$ cat config.mk
export PLATFORM = sky130hd
export DESIGN_NAME = preamble_inserter_flat
export DESIGN_NICKNAME = d
export VERILOG_FILES = /design/src/rtl/ofdm_tx_pkg.sv /design/src/rtl/preamble_inserter_if.sv /design/src/rtl/preamble_inserter_rom.sv /design/src/rtl/preamble_inserter.sv /design/src/flat_wrapper.sv
export SDC_FILE = /design/constraint.sdc
export NUM_CORES = 1
export LEC_CHECK = 0
export CORE_MARGIN = 5
export CORE_UTILIZATION = 50
export CTS_BUF_LIST = sky130_fd_sc_hd__clkbuf_8
export DETAILED_ROUTE_END_ITERATION = 16
export PLACE_DENSITY = 0.83
export SYNTH_ARGS = -nofsm -noshare
export SYNTH_HDL_FRONTEND = slang
export SYNTH_HIERARCHICAL = 1
export SYNTH_SLANG_ARGS = --single-unit
$ cat constraint.sdc
create_clock -name clk -period 2.55 [get_ports clk]
set_clock_uncertainty 0.1 [all_clocks]
set_input_delay 0.51 -clock clk [delete_from_list [all_inputs] [get_ports clk]]
set_output_delay 0.51 -clock clk [all_outputs]
set_load 0.02 [all_outputs]
$ cat src/rtl/ofdm_tx_pkg.sv
// ofdm_tx_pkg: shared definitions for the OFDM transmit framer.
//   - pi_state_e           : preamble_inserter FSM states
//   - PREAMBLE_SEQ_DEFAULT : BPSK sign pattern of the short training symbol (LSB = sample 0)
//   - PREAMBLE_AMP_DEFAULT : preamble magnitude on I
// The RX preamble detector imports the same constants so both ends agree on the preamble.
// Optional build macro: PREAMBLE_INSERTER_GAP_EN adds the StGap state.
package ofdm_tx_pkg;

    localparam logic [15:0]     PREAMBLE_SEQ_DEFAULT = 16'hB38F;
    localparam int unsigned     PREAMBLE_AMP_DEFAULT = 8192;

    typedef enum logic [1:0] {
        StIdle,
        StPreamble,
        StPayload
`ifdef PREAMBLE_INSERTER_GAP_EN
        , StGap
`endif
    } pi_state_e;

endpackage

$ cat src/rtl/preamble_inserter_if.sv
// preamble_inserter_if: payload-in and sample-out valid/ready streams of the framer.
//   in_re/in_im/in_valid/in_last  : payload sample from the IFFT/CP stage
//   in_ready                      : payload accept (combinational from the framer)
//   out_re/out_im/out_valid       : registered sample towards the DAC interface
//   out_sof/out_last              : first preamble sample / final sample of a frame
//   out_ready                     : DAC-side accept
// Modports: slave = framer side, master = surrounding logic driving payload and sinking output.
interface preamble_inserter_if #(
    parameter int unsigned DATA_SIZE = 16
);

    logic signed [DATA_SIZE-1:0] in_re;
    logic signed [DATA_SIZE-1:0] in_im;
    logic                        in_valid;
    logic                        in_last;
    logic                        in_ready;

    logic signed [DATA_SIZE-1:0] out_re;
    logic signed [DATA_SIZE-1:0] out_im;
    logic                        out_valid;
    logic                        out_ready;
    logic                        out_sof;
    logic                        out_last;

    modport slave (
        input  in_re, in_im, in_valid, in_last, out_ready,
        output in_ready, out_re, out_im, out_valid, out_sof, out_last
    );

    modport master (
        output in_re, in_im, in_valid, in_last, out_ready,
        input  in_ready, out_re, out_im, out_valid, out_sof, out_last
    );

endinterface

$ cat src/rtl/preamble_inserter_rom.sv
// preamble_rom: combinational lookup of one short-training-symbol sample.
//   sym_idx_i : sample index within the short symbol
//   re_o      : +PREAMBLE_AMP when PREAMBLE_SEQ[sym_idx_i] is 1, else -PREAMBLE_AMP
//   im_o      : always 0 (BPSK on I only)
module preamble_rom
    import ofdm_tx_pkg::*;
#(
    parameter int unsigned               DATA_SIZE    = 16,
    parameter int unsigned               PREAMBLE_LEN = 16,
    parameter logic [PREAMBLE_LEN-1:0]   PREAMBLE_SEQ = PREAMBLE_LEN'(PREAMBLE_SEQ_DEFAULT),
    parameter int unsigned               PREAMBLE_AMP = PREAMBLE_AMP_DEFAULT
) (
    input  logic [$clog2(PREAMBLE_LEN)-1:0] sym_idx_i,
    output logic signed [DATA_SIZE-1:0]     re_o,
    output logic signed [DATA_SIZE-1:0]     im_o
);

    localparam logic signed [DATA_SIZE-1:0] AmpPos = DATA_SIZE'(PREAMBLE_AMP);
    localparam logic signed [DATA_SIZE-1:0] AmpNeg = -AmpPos;

    always_comb begin
        re_o = PREAMBLE_SEQ[sym_idx_i] ? AmpPos : AmpNeg;
        im_o = '0;
    end

endmodule

$ cat src/rtl/preamble_inserter.sv
// preamble_inserter: TX framer placing a BPSK training preamble of N_REPEAT short symbols
// ahead of each payload frame, then forwarding the payload unchanged.
//   clk   : clock, rising edge
//   rst_n : asynchronous active-low reset; abandons any frame in progress
//   en    : clock enable; when low nothing updates and nothing transfers
//   bus   : preamble_inserter_if.slave (payload in, framed samples out)
//   busy  : FSM not idle
// Build macro PREAMBLE_INSERTER_GAP_EN: append GAP_LEN zero samples after each frame and move
// out_last onto the final gap sample.
module preamble_inserter
    import ofdm_tx_pkg::*;
#(
    parameter int unsigned             DATA_SIZE    = 16,
    parameter int unsigned             PREAMBLE_LEN = 16,
    parameter int unsigned             N_REPEAT     = 10,
    parameter logic [PREAMBLE_LEN-1:0] PREAMBLE_SEQ = PREAMBLE_LEN'(PREAMBLE_SEQ_DEFAULT),
    parameter int unsigned             PREAMBLE_AMP = PREAMBLE_AMP_DEFAULT
`ifdef PREAMBLE_INSERTER_GAP_EN
    , parameter int unsigned           GAP_LEN      = 32
`endif
) (
    input  logic                clk,
    input  logic                rst_n,
    input  logic                en,
    preamble_inserter_if.slave  bus,
    output logic                busy
);

    localparam int unsigned      IdxW    = $clog2(PREAMBLE_LEN);
    localparam logic [IdxW-1:0]  IdxLast = IdxW'(PREAMBLE_LEN - 1);
    localparam logic [7:0]       RepLast = 8'(N_REPEAT - 1);
`ifdef PREAMBLE_INSERTER_GAP_EN
    localparam int unsigned      GapW    = (GAP_LEN > 1) ? $clog2(GAP_LEN) : 1;
    localparam logic [GapW-1:0]  GapLast = GapW'(GAP_LEN - 1);
    logic [GapW-1:0]             gap_cnt_q;
`endif

    pi_state_e                   state_q;
    logic [IdxW-1:0]             sym_idx_q;
    logic [7:0]                  rep_cnt_q;
    logic signed [DATA_SIZE-1:0] out_re_q;
    logic signed [DATA_SIZE-1:0] out_im_q;
    logic                        out_valid_q;
    logic                        out_sof_q;
    logic                        out_last_q;
    logic signed [DATA_SIZE-1:0] rom_re;
    logic signed [DATA_SIZE-1:0] rom_im;
    logic                        load;

    // sym_idx_q is 0 whenever the FSM is idle, so the ROM already presents sample 0 there.
    preamble_rom #(
        .DATA_SIZE    (DATA_SIZE),
        .PREAMBLE_LEN (PREAMBLE_LEN),
        .PREAMBLE_SEQ (PREAMBLE_SEQ),
        .PREAMBLE_AMP (PREAMBLE_AMP)
    ) u_rom (
        .sym_idx_i (sym_idx_q),
        .re_o      (rom_re),
        .im_o      (rom_im)
    );

    assign load         = en && (!out_valid_q || bus.out_ready);
    assign bus.in_ready = load && (state_q == StPayload);
    assign busy         = (state_q != StIdle);

    assign bus.out_re    = out_re_q;
    assign bus.out_im    = out_im_q;
    assign bus.out_valid = out_valid_q;
    assign bus.out_sof   = out_sof_q;
    assign bus.out_last  = out_last_q;

    always_ff @(posedge clk or negedge rst_n) begin
        if (!rst_n) begin
            state_q     <= StIdle;
            sym_idx_q   <= '0;
            rep_cnt_q   <= '0;
            out_re_q    <= '0;
            out_im_q    <= '0;
            out_valid_q <= 1'b0;
            out_sof_q   <= 1'b0;
            out_last_q  <= 1'b0;
`ifdef PREAMBLE_INSERTER_GAP_EN
            gap_cnt_q   <= '0;
`endif
        end else if (load) begin
            unique case (state_q)
                StIdle: begin
                    out_last_q <= 1'b0;
                    if (bus.in_valid) begin
                        // Sample 0 goes out now; the payload sample waits for StPayload.
                        out_valid_q <= 1'b1;
                        out_re_q    <= rom_re;
                        out_im_q    <= rom_im;
                        out_sof_q   <= 1'b1;
                        sym_idx_q   <= IdxW'(1);
                        rep_cnt_q   <= '0;
                        state_q     <= StPreamble;
                    end else begin
                        out_valid_q <= 1'b0;
                        out_sof_q   <= 1'b0;
                    end
                end
                StPreamble: begin
                    out_valid_q <= 1'b1;
                    out_re_q    <= rom_re;
                    out_im_q    <= rom_im;
                    out_sof_q   <= 1'b0;
                    out_last_q  <= 1'b0;
                    sym_idx_q   <= sym_idx_q + IdxW'(1);
                    if (sym_idx_q == IdxLast) begin
                        rep_cnt_q <= rep_cnt_q + 8'd1;
                        if (rep_cnt_q == RepLast) begin
                            state_q <= StPayload;
                        end
                    end
                end
                StPayload: begin
                    out_sof_q <= 1'b0;
                    if (bus.in_valid) begin
                        out_valid_q <= 1'b1;
                        out_re_q    <= bus.in_re;
                        out_im_q    <= bus.in_im;
`ifdef PREAMBLE_INSERTER_GAP_EN
                        out_last_q  <= 1'b0;
                        if (bus.in_last) begin
                            gap_cnt_q <= '0;
                            state_q   <= StGap;
                        end
`else
                        out_last_q  <= bus.in_last;
                        if (bus.in_last) begin
                            state_q <= StIdle;
                        end
`endif
                    end else begin
                        out_valid_q <= 1'b0;
                        out_last_q  <= 1'b0;
                    end
                end
`ifdef PREAMBLE_INSERTER_GAP_EN
                StGap: begin
                    out_valid_q <= 1'b1;
                    out_re_q    <= '0;
                    out_im_q    <= '0;
                    out_sof_q   <= 1'b0;
                    gap_cnt_q   <= gap_cnt_q + GapW'(1);
                    out_last_q  <= (gap_cnt_q == GapLast);
                    if (gap_cnt_q == GapLast) begin
                        state_q <= StIdle;
                    end
                end
`endif
                default: begin
                    state_q <= StIdle;
                end
            endcase
        end
    end

endmodule

$ cat src/flat_wrapper.sv
// flat-port wrapper written by rule: the top's interface ports become plain ports
module preamble_inserter_flat import ofdm_tx_pkg::*;
#(
    parameter int unsigned             DATA_SIZE    = 16,
    parameter int unsigned             PREAMBLE_LEN = 16,
    parameter int unsigned             N_REPEAT     = 10,
    parameter logic [PREAMBLE_LEN-1:0] PREAMBLE_SEQ = PREAMBLE_LEN'(PREAMBLE_SEQ_DEFAULT),
    parameter int unsigned             PREAMBLE_AMP = PREAMBLE_AMP_DEFAULT

)
  (clk, rst_n, en, busy, bus_in_re, bus_in_im, bus_in_valid, bus_in_last, bus_out_ready, bus_in_ready, bus_out_re, bus_out_im, bus_out_valid, bus_out_sof, bus_out_last);
  preamble_inserter_if #(.DATA_SIZE(DATA_SIZE)) bus_i ();
  input  logic clk;
  input  logic rst_n;
  input  logic en;
  output logic busy;
  input wire logic [$bits(bus_i.in_re)-1:0] bus_in_re;
  input wire logic [$bits(bus_i.in_im)-1:0] bus_in_im;
  input wire logic [$bits(bus_i.in_valid)-1:0] bus_in_valid;
  input wire logic [$bits(bus_i.in_last)-1:0] bus_in_last;
  input wire logic [$bits(bus_i.out_ready)-1:0] bus_out_ready;
  output wire logic [$bits(bus_i.in_ready)-1:0] bus_in_ready;
  output wire logic [$bits(bus_i.out_re)-1:0] bus_out_re;
  output wire logic [$bits(bus_i.out_im)-1:0] bus_out_im;
  output wire logic [$bits(bus_i.out_valid)-1:0] bus_out_valid;
  output wire logic [$bits(bus_i.out_sof)-1:0] bus_out_sof;
  output wire logic [$bits(bus_i.out_last)-1:0] bus_out_last;
  assign bus_i.in_re = bus_in_re;
  assign bus_i.in_im = bus_in_im;
  assign bus_i.in_valid = bus_in_valid;
  assign bus_i.in_last = bus_in_last;
  assign bus_i.out_ready = bus_out_ready;
  assign bus_in_ready = bus_i.in_ready;
  assign bus_out_re = bus_i.out_re;
  assign bus_out_im = bus_i.out_im;
  assign bus_out_valid = bus_i.out_valid;
  assign bus_out_sof = bus_i.out_sof;
  assign bus_out_last = bus_i.out_last;
  preamble_inserter #(.DATA_SIZE(DATA_SIZE), .PREAMBLE_LEN(PREAMBLE_LEN), .N_REPEAT(N_REPEAT), .PREAMBLE_SEQ(PREAMBLE_SEQ), .PREAMBLE_AMP(PREAMBLE_AMP)) u_core (.clk(clk), .rst_n(rst_n), .en(en), .bus(bus_i), .busy(busy));
endmodule
==> Word level (Yosys, flattened, before mapping) <==
Memories as Yosys holds them, arrays and structs flattened.
Index checks and enable logic that the tools add are counted.
{ "word_totals": {"ff_bits": 49, "romBits": 16, "in_bits": 38, "out_inout_bits": 37, "wordCells": 66, "memories": 1} }
{ "memory_table": {"columns": ["memory", "depth", "word_bits", "read_ports", "rd_ports_with_merged_regs", "write_ports", "line", "text"], "rows": [
  ["(no name shown)", 16, 1, 1, 0, 0, "preamble_inserter_rom.sv:22", "re_o = PREAMBLE_SEQ[sym_idx_i] ? AmpPos : AmpNeg;"]
]} }
{ "op_classes": {"addsub": 2, "magnitude_cmp": 1, "n_eq_ne": 9, "n_mux": 24, "reduce_logical": 21} }
{ "op_table": {"columns": ["operator", "count"], "rows": [
  ["one-hot mux 16 bit (3 select lines)", 2],
  ["two-way mux 16 bit", 5],
  ["two-way mux 8 bit", 2],
  ["one-hot mux 8 bit (2 select lines)", 1],
  ["two-way mux 2 bit", 5],
  ["nonzero test 2 bit", 5],
  ["adder 8 x 1 -> 8 bit (second input constant)", 1],
  ["== test 8 x 4 -> 1 bit (second input constant)", 1],
  ["one-hot mux 4 bit (2 select lines)", 1],
  ["AND reduction 4 bit", 2],
  ["!= test 2 bit (second input constant)", 3],
  ["one-hot mux 1 bit (2 select lines)", 3],
  ["one-hot mux 2 bit (3 select lines)", 1],
  ["AND reduction 2 bit", 3],
  ["AND reduction 6 bit", 1],
  ["OR reduction 2 bit", 3],
  ["less-than comparator 4 x 5 -> 1 bit (second input constant)", 1],
  ["adder 4 x 1 -> 4 bit (second input constant)", 1],
  ["== test 4 bit (second input constant)", 1],
  ["two-way mux 4 bit", 1],
  ["!= test 2 x 1 -> 1 bit (second input constant)", 2],
  ["two-way mux 1 bit", 3],
  ["AND reduction 3 bit", 1],
  ["nonzero test 3 bit", 1],
  ["6 further kinds", 7]
]} }

==> Depth between registers and ports, before layout <==
Gate-level depths: netlist (run 1).
{ "logic_depth": {"depth_word": 5, "mapped_depth": 9, "ltp_nobuf": 6} }

==> Hierarchy <==
Netlist (run 1), hierarchy kept.
{ "by_module_without_submodules": {"columns": ["mod", "instances", "cells_per_inst", "area_each_um2", "seq_area_each_um2"], "rows": [
  ["preamble_inserter", 1, 243, 2453.6, 1226.2],
  ["preamble_rom", 1, 35, 256.5, 0.0]
]} }

==> Worst setup path before layout (run 1) <==
OpenSTA, ideal clock, no wires.
{ "synth_path": {"path_type": "register to output", "start": "register u_core.state_q[0]", "end": "output bus_in_ready", "arrival_ns": 1.552, "required_ns": 1.940, "setup_slack_ns": 0.388, "stages_incl_launch_ff": 6, "path_buffers": 2, "cell_sequence": "dfrtp_1 > inv_1 > ha_1 > buf_2 > buf_1 > and3_1"} }
{ "synth_between": {"elab_chain_cells": 2} }
{ "synth_rtl": {"columns": ["element", "line", "text"], "rows": [
  ["start, declared", "preamble_inserter.sv:38", "pi_state_e state_q;"],
  ["start signal, assigned", "preamble_inserter.sv:74", "state_q <= StIdle;"],
  ["start signal, assigned", "preamble_inserter.sv:97", "state_q <= StPreamble;"],
  ["start signal, assigned", "preamble_inserter.sv:113", "state_q <= StPayload;"],
  ["== test 2 bit", "preamble_inserter.sv:63", "assign bus.in_ready = load && (state_q == StPayload);"],
  ["logical AND 1 bit", "preamble_inserter.sv:63", null],
  ["end, declared", "flat_wrapper.sv:22", "output wire logic [$bits(bus_i.in_ready)-1:0] bus_in_ready;"]
]} }
No other way between the ends.

==> Final worst setup path (run 1) <==
Same ends and word-level chain as after synthesis.

==> results of run 1 <==
-- power by group --
part	total (mW)	switching (mW)	internal, mW
sequential	1.09	0.141	0.946
combinational	0.937	0.483	0.454
clock	0.470	0.255	0.215
total	2.49	0.879	1.62
-- per-layer routing --
layer / share of wire, % / global-route usage [%]
met5: 0 / 0
met4: 0.75 / 3.95
met3: 7.8 / 6.42
met2: 49 / 28.3
met1: 43 / 20.9
-- area by class of cell --
type                    count  area share (%)
multi-input cells         202            36.2
flip-flops and latches     49            34.8
repair buffers             82            22.9
well taps                  70            2.48
clock buffers               6            2.34
inverters                  10            1.06
clock inverters             1           0.213
-- state kept, by name, summed over array words and instances, names as in the netlist --
signal,cells
u_core/rep_cnt_q,8
u_core/state_q,2
u_core/bus.out_last,1
u_core/bus.out_re,16
u_core/bus.out_im,16
u_core/sym_idx_q,4
u_core/bus.out_valid,1
u_core/bus.out_sof,1
-- worst max path at each step --
stage / endpoint / start / slack [ns]
4_1_cts: bus_in_ready / u_core/state_q[0] / 0.11
3_5_place_dp: bus_in_ready / bus_out_ready / 0.13
2_1_floorplan: bus_in_ready / u_core/state_q[0] / 0.39
6_report: bus_in_ready / u_core/state_q[0] / 0.13
3_3_place_gp: bus_in_ready / bus_out_ready / 0.12
5_1_grt: bus_in_ready / u_core/state_q[0] / 0.04
-- logic make-up after synthesis --
| family | count (synthesis) |
|---|---|
| flops | 49 |
| mux | 37 |
| simple gates | 68 |
| buf+inv | 55 |
| other cells | 2 |
| compound gates | 60 |
| fa+ha+maj | 7 |
-- critical path: cells and delay by family, from the launching register on --
| kind | cells | cell delay (ns) |
|---|---|---|
| adder cells (fa/ha/maj) | 1 | 0.24 |
| buffers and inverters | 2 | 0.71 |
| flip-flops | 1 | 0.41 |
| AND/OR/NAND/NOR | 1 | 0.16 |
-- through the flow --
step	cell area [µm²]	util (%)	setup slack, ns	hold slack [ns]	instances
2_1_floorplan	2820	-	0.388	0.114	306
3_3_place_gp	3440	66.4	0.123	0.360	413
3_5_place_dp	3440	66.4	0.129	0.369	413
4_1_cts	3530	68.2	0.112	0.0877	420
5_1_grt	3530	68.2	0.0394	0.115	420
6_report	3530	68.2	0.129	0.0742	420
-- cells in the final DEF, fill, tap and decap left out, drive strengths merged, types with 7 or more instances in the layout --
| cell | Yosys | final |
|---|---|---|
| clkdlybuf4s50 | 0 | 73 |
| dfrtp | 49 | 49 |
| nand2 | 42 | 42 |
| o21ai | 41 | 41 |
| mux2i | 35 | 35 |
| conb | 2 | 30 |
| inv | 10 | 10 |
| buf | 42 | 9 |
| ha | 7 | 7 |
==> metrics.md, run 1 <==
| Metric | Value |
|---|---|
| Status | `complete, no violations` |
| Largest family of logic cells by synthesized area | `multiplexers` |
| Final net count | `a little under 400` |
| Complex-gate fraction of the synthesized area | `roughly an eighth` |
| Die Span X | `83.6 µm` |
| Pre-antenna DRT Iters | `4` |
| Number of library cell types mapped by synthesis | `33` |
| TritonCTS Sinks | `between 40 and 50` |
| Final-report hold violation count | `0` |
| Leakage power | `between 1 and 1.5 nW` |
| Mean routed wirelength per cell | `13.3 µm` |
| GRT overflow | `0` |
| Top cells by area, synth | `dfrtp_1 (45%), mux2i_1 (13%), buf_4 (8.6%)` |
| Drt drc | `0` |
| Synth Area per Inst | `9.75 µm²` |
| Post-synthesis sequential area ratio | `45.2%` |
| # setup viols final | `0` |
| Ratio of cells with drive above 1 in the final layout | `between 6 and 7%` |
| Sequential Area | `roughly 0.0012 mm²` |
| Initial Util | `between 50% and 60%` |
| IO Pins | `75` |
| Vias per cell | `~5` |
| Ys Warns | `6` |
| Tmin final | `2.42 ns` |
| Layout fillers | `430` |
| Setup TNS | `0 ns` |
| Share of Yosys cell area claimed by the top area cell type | `between 40% and 50%` |
| F_max | `slightly above 400 MHz` |
| Post-synth EDFFs | `0` |
| Die area | `~0.007 mm²` |
| Area leader, netlist | `dfrtp_1` |
| Max-cap viol count | `0` |
| CP Launch Type | `register` |
| FP Rows | `26` |
| Critical path type | `register to output port` |
| Commonest cells in the netlist | `dfrtp_1 (49), nand2_1 (42), o21ai_0 (41)` |
| FF-to-FF path depth | `6` |
| DP HPWL | `roughly 4200 µm` |
| Number of global-route vias before repair | `roughly 2100` |
| Post-synthesis instance total | `~280` |
| DRT iter0 DRCs | `~130` |
| Post_cts resized | `0` |
| XOR/XNOR Fraction of Synth Area | `0%` |
| Reg2reg end | `u_core/rep_cnt_q[7]` |
| Worst-path clk slew | `approximately 0.090 ns` |
| Post-synthesis mux area share | `between 10% and 20%` |
| Fraction of registers with async set/reset | `100%` |
| Unrepaired setup endpoints after global routing | `no` |
| Max VDD drop | `roughly 0.36 mV` |
| Placeable Area | `0.00517 mm²` |
| CTS hold repair buffers | `0` |
| GRT Util Overall | `between 10% and 20%` |
| H-tree levels | `2` |
| Worst-Margin Slew | `roughly 0.53 ns` |
| Reg2reg start | `u_core/state_q[1]` |
| DR vias | `2060` |
| Gpl congestion | `between 0.8 and 0.9` |
| Max-slew violations | `0` |
| Clock root cell | `clkbuf_8` |
| Top-count cell post-synth | `dfrtp_1` |
| Die height | `83.6 µm` |
| Worst hold path class | `input port to async pin` |
| Area grow syn2layout | `30.1%` |
| Max incr delay on CP | `around 0.6 ns` |
| IO buf count | `74` |
| Largest net degree at the start of global routing | `52` |
| Synth Area in Adders | `3.23%` |
| Final period util | `~95%` |
| Arr. time, crit path | `around 1.8 ns` |
| PwrDens | `between 700 and 800 mW/mm²` |
| Routed Antenna Nets | `0` |
| Area of the multi-input gates | `roughly 0.0013 mm²` |
| # diodes | `0` |
| Slew HR | `64.9%` |
| Slowest-stage cell, CP | `clkdlybuf4s50_1` |
| Crit-path cells | `inv_1, ha_2, and3_1, clkdlybuf4s50_1` |
| Critical path peak fanout | `5` |
| Setup bufs post-CTS | `0` |
| Post-synthesis register bit count | `49` |
| Reg2reg setup slack | `roughly 0.31 ns` |
| Post-Synth Simple-Gate Area | `a little under an eighth` |
| CP endpoint kind | `output port` |
| DRT Wirelength | `5570 µm` |
| Longest Clk Path Bufs | `2` |
| Power Total | `roughly 2.5 mW` |
| Initial antenna violation count | `0` |
| First-pass GRT wire length | `between 9000 and 10000 µm` |
| Synth Cell Area | `around 0.0027 mm²` |
| Ys flop type | `dfrtp_1` |
| CP required | `1.94 ns` |
| CTS tree | `done` |
| Clk_lat worst skew | `0.30 ns` |
| CTS Buf Count | `5` |
No activity file was read; power rests on OpenSTA's default activity.
==> inputs of run 2 (changes only) <==
--- a/config.mk
+++ b/config.mk
@@ -8,6 +8,7 @@
 export CORE_MARGIN = 5
 export CORE_UTILIZATION = 50
 export CTS_BUF_LIST = sky130_fd_sc_hd__clkbuf_8
+export CTS_CLUSTER_SIZE = 30
 export DETAILED_ROUTE_END_ITERATION = 16
 export PLACE_DENSITY = 0.83
 export SYNTH_ARGS = -nofsm -noshare
==> results of run 2 <==
The final DEF is identical to that of run 1; final timing and power are the same.
==> inputs of run 3 (changes only) <==
--- a/config.mk
+++ b/config.mk
@@ -10,7 +10,7 @@
 export CTS_BUF_LIST = sky130_fd_sc_hd__clkbuf_8
 export CTS_CLUSTER_SIZE = 30
 export DETAILED_ROUTE_END_ITERATION = 16
-export PLACE_DENSITY = 0.83
+export PLACE_DENSITY_LB_ADDON = 0.1
 export SYNTH_ARGS = -nofsm -noshare
 export SYNTH_HDL_FRONTEND = slang
 export SYNTH_HIERARCHICAL = 1
==> run 3 against run 2 <==
Effect of this change: total power up 1.5%; global-route usage grew 0.28 points; first-iteration DRC count is 13% lower; non-clock buffer count is 1 lower; register-to-register slack about the same; largest power group unchanged; worst hold slack improved by 0.017 ns; critical endpoint unchanged; combinational power hardly changed; sequential power about the same; die area unchanged; critical path type is now input port to output port; setup slack lost 0.0026 ns.
==> metrics.md, run 3 (synthesis results as in run 1) <==
| Metric | Value |
|---|---|
| Status | `complete, no violations (unchanged)` |
| CTS hold repair buffers | `0 (unchanged)` |
| Pre-antenna DRT Iters | `4 (unchanged)` |
| Gpl congestion | `0.731 (was 0.829)` |
| DRT iter0 DRCs | `109 (was 125)` |
| Die Span X | `83.6 µm (unchanged)` |
| IO buf count | `74 (unchanged)` |
| Longest Clk Path Bufs | `2 (unchanged)` |
| Cell mode on critical path | `clkdlybuf4s50_1` |
| Final-report hold violation count | `0 (unchanged)` |
| DP HPWL | `4250 µm (was 4160 µm)` |
| Max VDD drop | `0.509 mV (was 0.358 mV)` |
| Max incr delay on CP | `0.60 ns (about the same)` |
| CTS Buf Count | `5 (unchanged)` |
| # diodes | `0 (unchanged)` |
| Utilization after layout | `68.5% (was 68.2%)` |
| Slowest-stage cell, CP | `clkdlybuf4s50_1 (unchanged)` |
| Sequential Area | `0.00123 mm² (unchanged)` |
| F_max | `413 MHz (about the same)` |
| Tmin final | `2.42 ns (about the same)` |
| Die height | `83.6 µm (unchanged)` |
| Vias per cell | `4.97 (was 4.90)` |
| GRT overflow | `0 (unchanged)` |
| Area grow syn2layout | `30.7% (was 30.1%)` |
| # setup viols final | `0 (unchanged)` |
| Clk_lat worst skew | `0.30 ns (about the same)` |
| TritonCTS Sinks | `49 (unchanged)` |
| IO Pins | `75 (unchanged)` |
| Number of global-route vias before repair | `2159 (was 2134)` |
| First-pass GRT wire length | `9920 µm (was 9830 µm)` |
| PwrDens | `715 mW/mm² (was 708 mW/mm²)` |
| Reg2reg start | `u_core/state_q[1] (unchanged)` |
| Largest net degree at the start of global routing | `66 (was 52)` |
| Ratio of cells with drive above 1 in the final layout | `6.29% (unchanged)` |
| Final period util | `95.1% (was 95.0%)` |
| Critical path type | `input port to output port (was register to output port)` |
| Drt drc | `0 (unchanged)` |
| CP endpoint kind | `output port (unchanged)` |
| Placeable Area | `0.00517 mm² (unchanged)` |
| Final net count | `394 (was 395)` |
| Max-slew violations | `0 (unchanged)` |
| Worst-path clk slew | `0.08 ns (was 0.09 ns)` |
| FP Rows | `26 (unchanged)` |
| Critical path peak fanout | `2 (was 5)` |
| Clock root cell | `clkbuf_8 (unchanged)` |
| Die area | `0.00699 mm² (unchanged)` |
| Reg2reg setup slack | `0.32 ns (was 0.31 ns)` |
| Slew HR | `62.5% (was 64.9%)` |
| FF-to-FF path depth | `6 (unchanged)` |
| Max-cap viol count | `0 (unchanged)` |
| CP Launch Type | `input port (was register)` |
| Layout fillers | `411 (was 430)` |
| Initial antenna violation count | `0 (unchanged)` |
| H-tree levels | `2 (unchanged)` |
| Unrepaired setup endpoints after global routing | `no (unchanged)` |
| Routed Antenna Nets | `0 (unchanged)` |
| Commonest cells after routing, fill and taps aside | `clkdlybuf4s50_1 (73), dfrtp_1 (49), nand2_1 (42), o21ai_0 (41), mux2i_1 (35) (unchanged)` |
| CTS tree | `done (unchanged)` |
| Post_cts resized | `0 (unchanged)` |
| Setup bufs post-CTS | `0 (unchanged)` |
| Mean routed wirelength per cell | `13.6 µm (was 13.3 µm)` |
| Setup TNS | `0 ns (unchanged)` |
| Worst-Margin Slew | `0.562 ns (was 0.526 ns)` |
| Most common cell after layout, fill and taps aside | `clkdlybuf4s50_1 (unchanged)` |
| Area of the multi-input gates | `0.00128 mm² (unchanged)` |
| DRT Wirelength | `5700 µm (was 5570 µm)` |
| Crit-path cells | `clkdlybuf4s50_1, nand2b_1, and3_1, clkdlybuf4s50_1 (was inv_1, ha_2, and3_1, clkdlybuf4s50_1)` |
| Initial Util | `52.4% (unchanged)` |
| Leakage power | `1.50 nW (was 1.49 nW)` |
| Worst hold path class | `input port to async pin (unchanged)` |
| Arr. time, crit path | `1.81 ns (about the same)` |
| DR vias | `2089 (was 2060)` |
| Reg2reg end | `u_core/rep_cnt_q[7] (unchanged)` |
| GRT Util Overall | `17.3% (was 17.0%)` |
| CP required | `1.94 ns (about the same)` |
==> run 3: cell types whose count changed in the layout (fill, tap and decap cells not counted), sizes merged <==
cell and change:
clkbuf +1, buf -1, clkinv +1, clkinvlp -1
==> run 3: area by class of cell <==
class	instances	share of cell area, %
clock inverter	1	0.141
inverter	10	1.06
clock buffer	7	2.72
timing repair buffer	81	23.0
multi-input combinational	202	36.0
sequential	49	34.6
tap	70	2.47
==> run 3: worst max path at each step <==
stage                           start           end  slack [ns]  cells after the start
floorplan           u_core/state_q[0]  bus_in_ready        0.39                      5
global placement        bus_out_ready  bus_in_ready        0.13                      4
detailed placement      bus_out_ready  bus_in_ready        0.12                      4
CTS                     bus_out_ready  bus_in_ready        0.12                      4
global route            bus_out_ready  bus_in_ready        0.08                      4
finish                  bus_out_ready  bus_in_ready        0.13                      4
==> run 3: where the power goes <==
group	total (mW)	leakage [nW]	internal [mW]	switching (mW)
logic	0.940	0.836	0.455	0.485
registers	1.09	0.607	0.946	0.144
clock network	0.502	0.0542	0.246	0.256
total	2.53	1.50	1.65	0.885
==> run 3: worst max-delay path: cells and delay by family <==
family / cells / cell delay [ns]
buffers and inverters: 2 / 1.04
and+or+nand+nor: 2 / 0.26
==> run 3: stage by stage <==
stage | instances | hold slack [ns] | setup slack (ns) | power [mW] | area [µm²]
final | 420 | 0.0911 | 0.126 | 2.53 | 3540
after global routing | 420 | 0.134 | 0.0769 | 2.71 | 3540
after CTS | 420 | 0.102 | 0.120 | 2.57 | 3540
after detailed placement | 412 | 0.369 | 0.124 | 2.06 | 3440
after global placement | 412 | 0.361 | 0.129 | 2.02 | 3440
after floorplan | 306 | 0.114 | 0.388 | 1.66 | 2820
==> run 3: metal layers <==
layer,global-route usage (%),vias up,wire length (µm)
met3,4.64,5,335
met1,20.0,993,2340
li1,-,1046,-
met5,0,-,0
met4,6.14,0,69
met2,30.5,45,2950
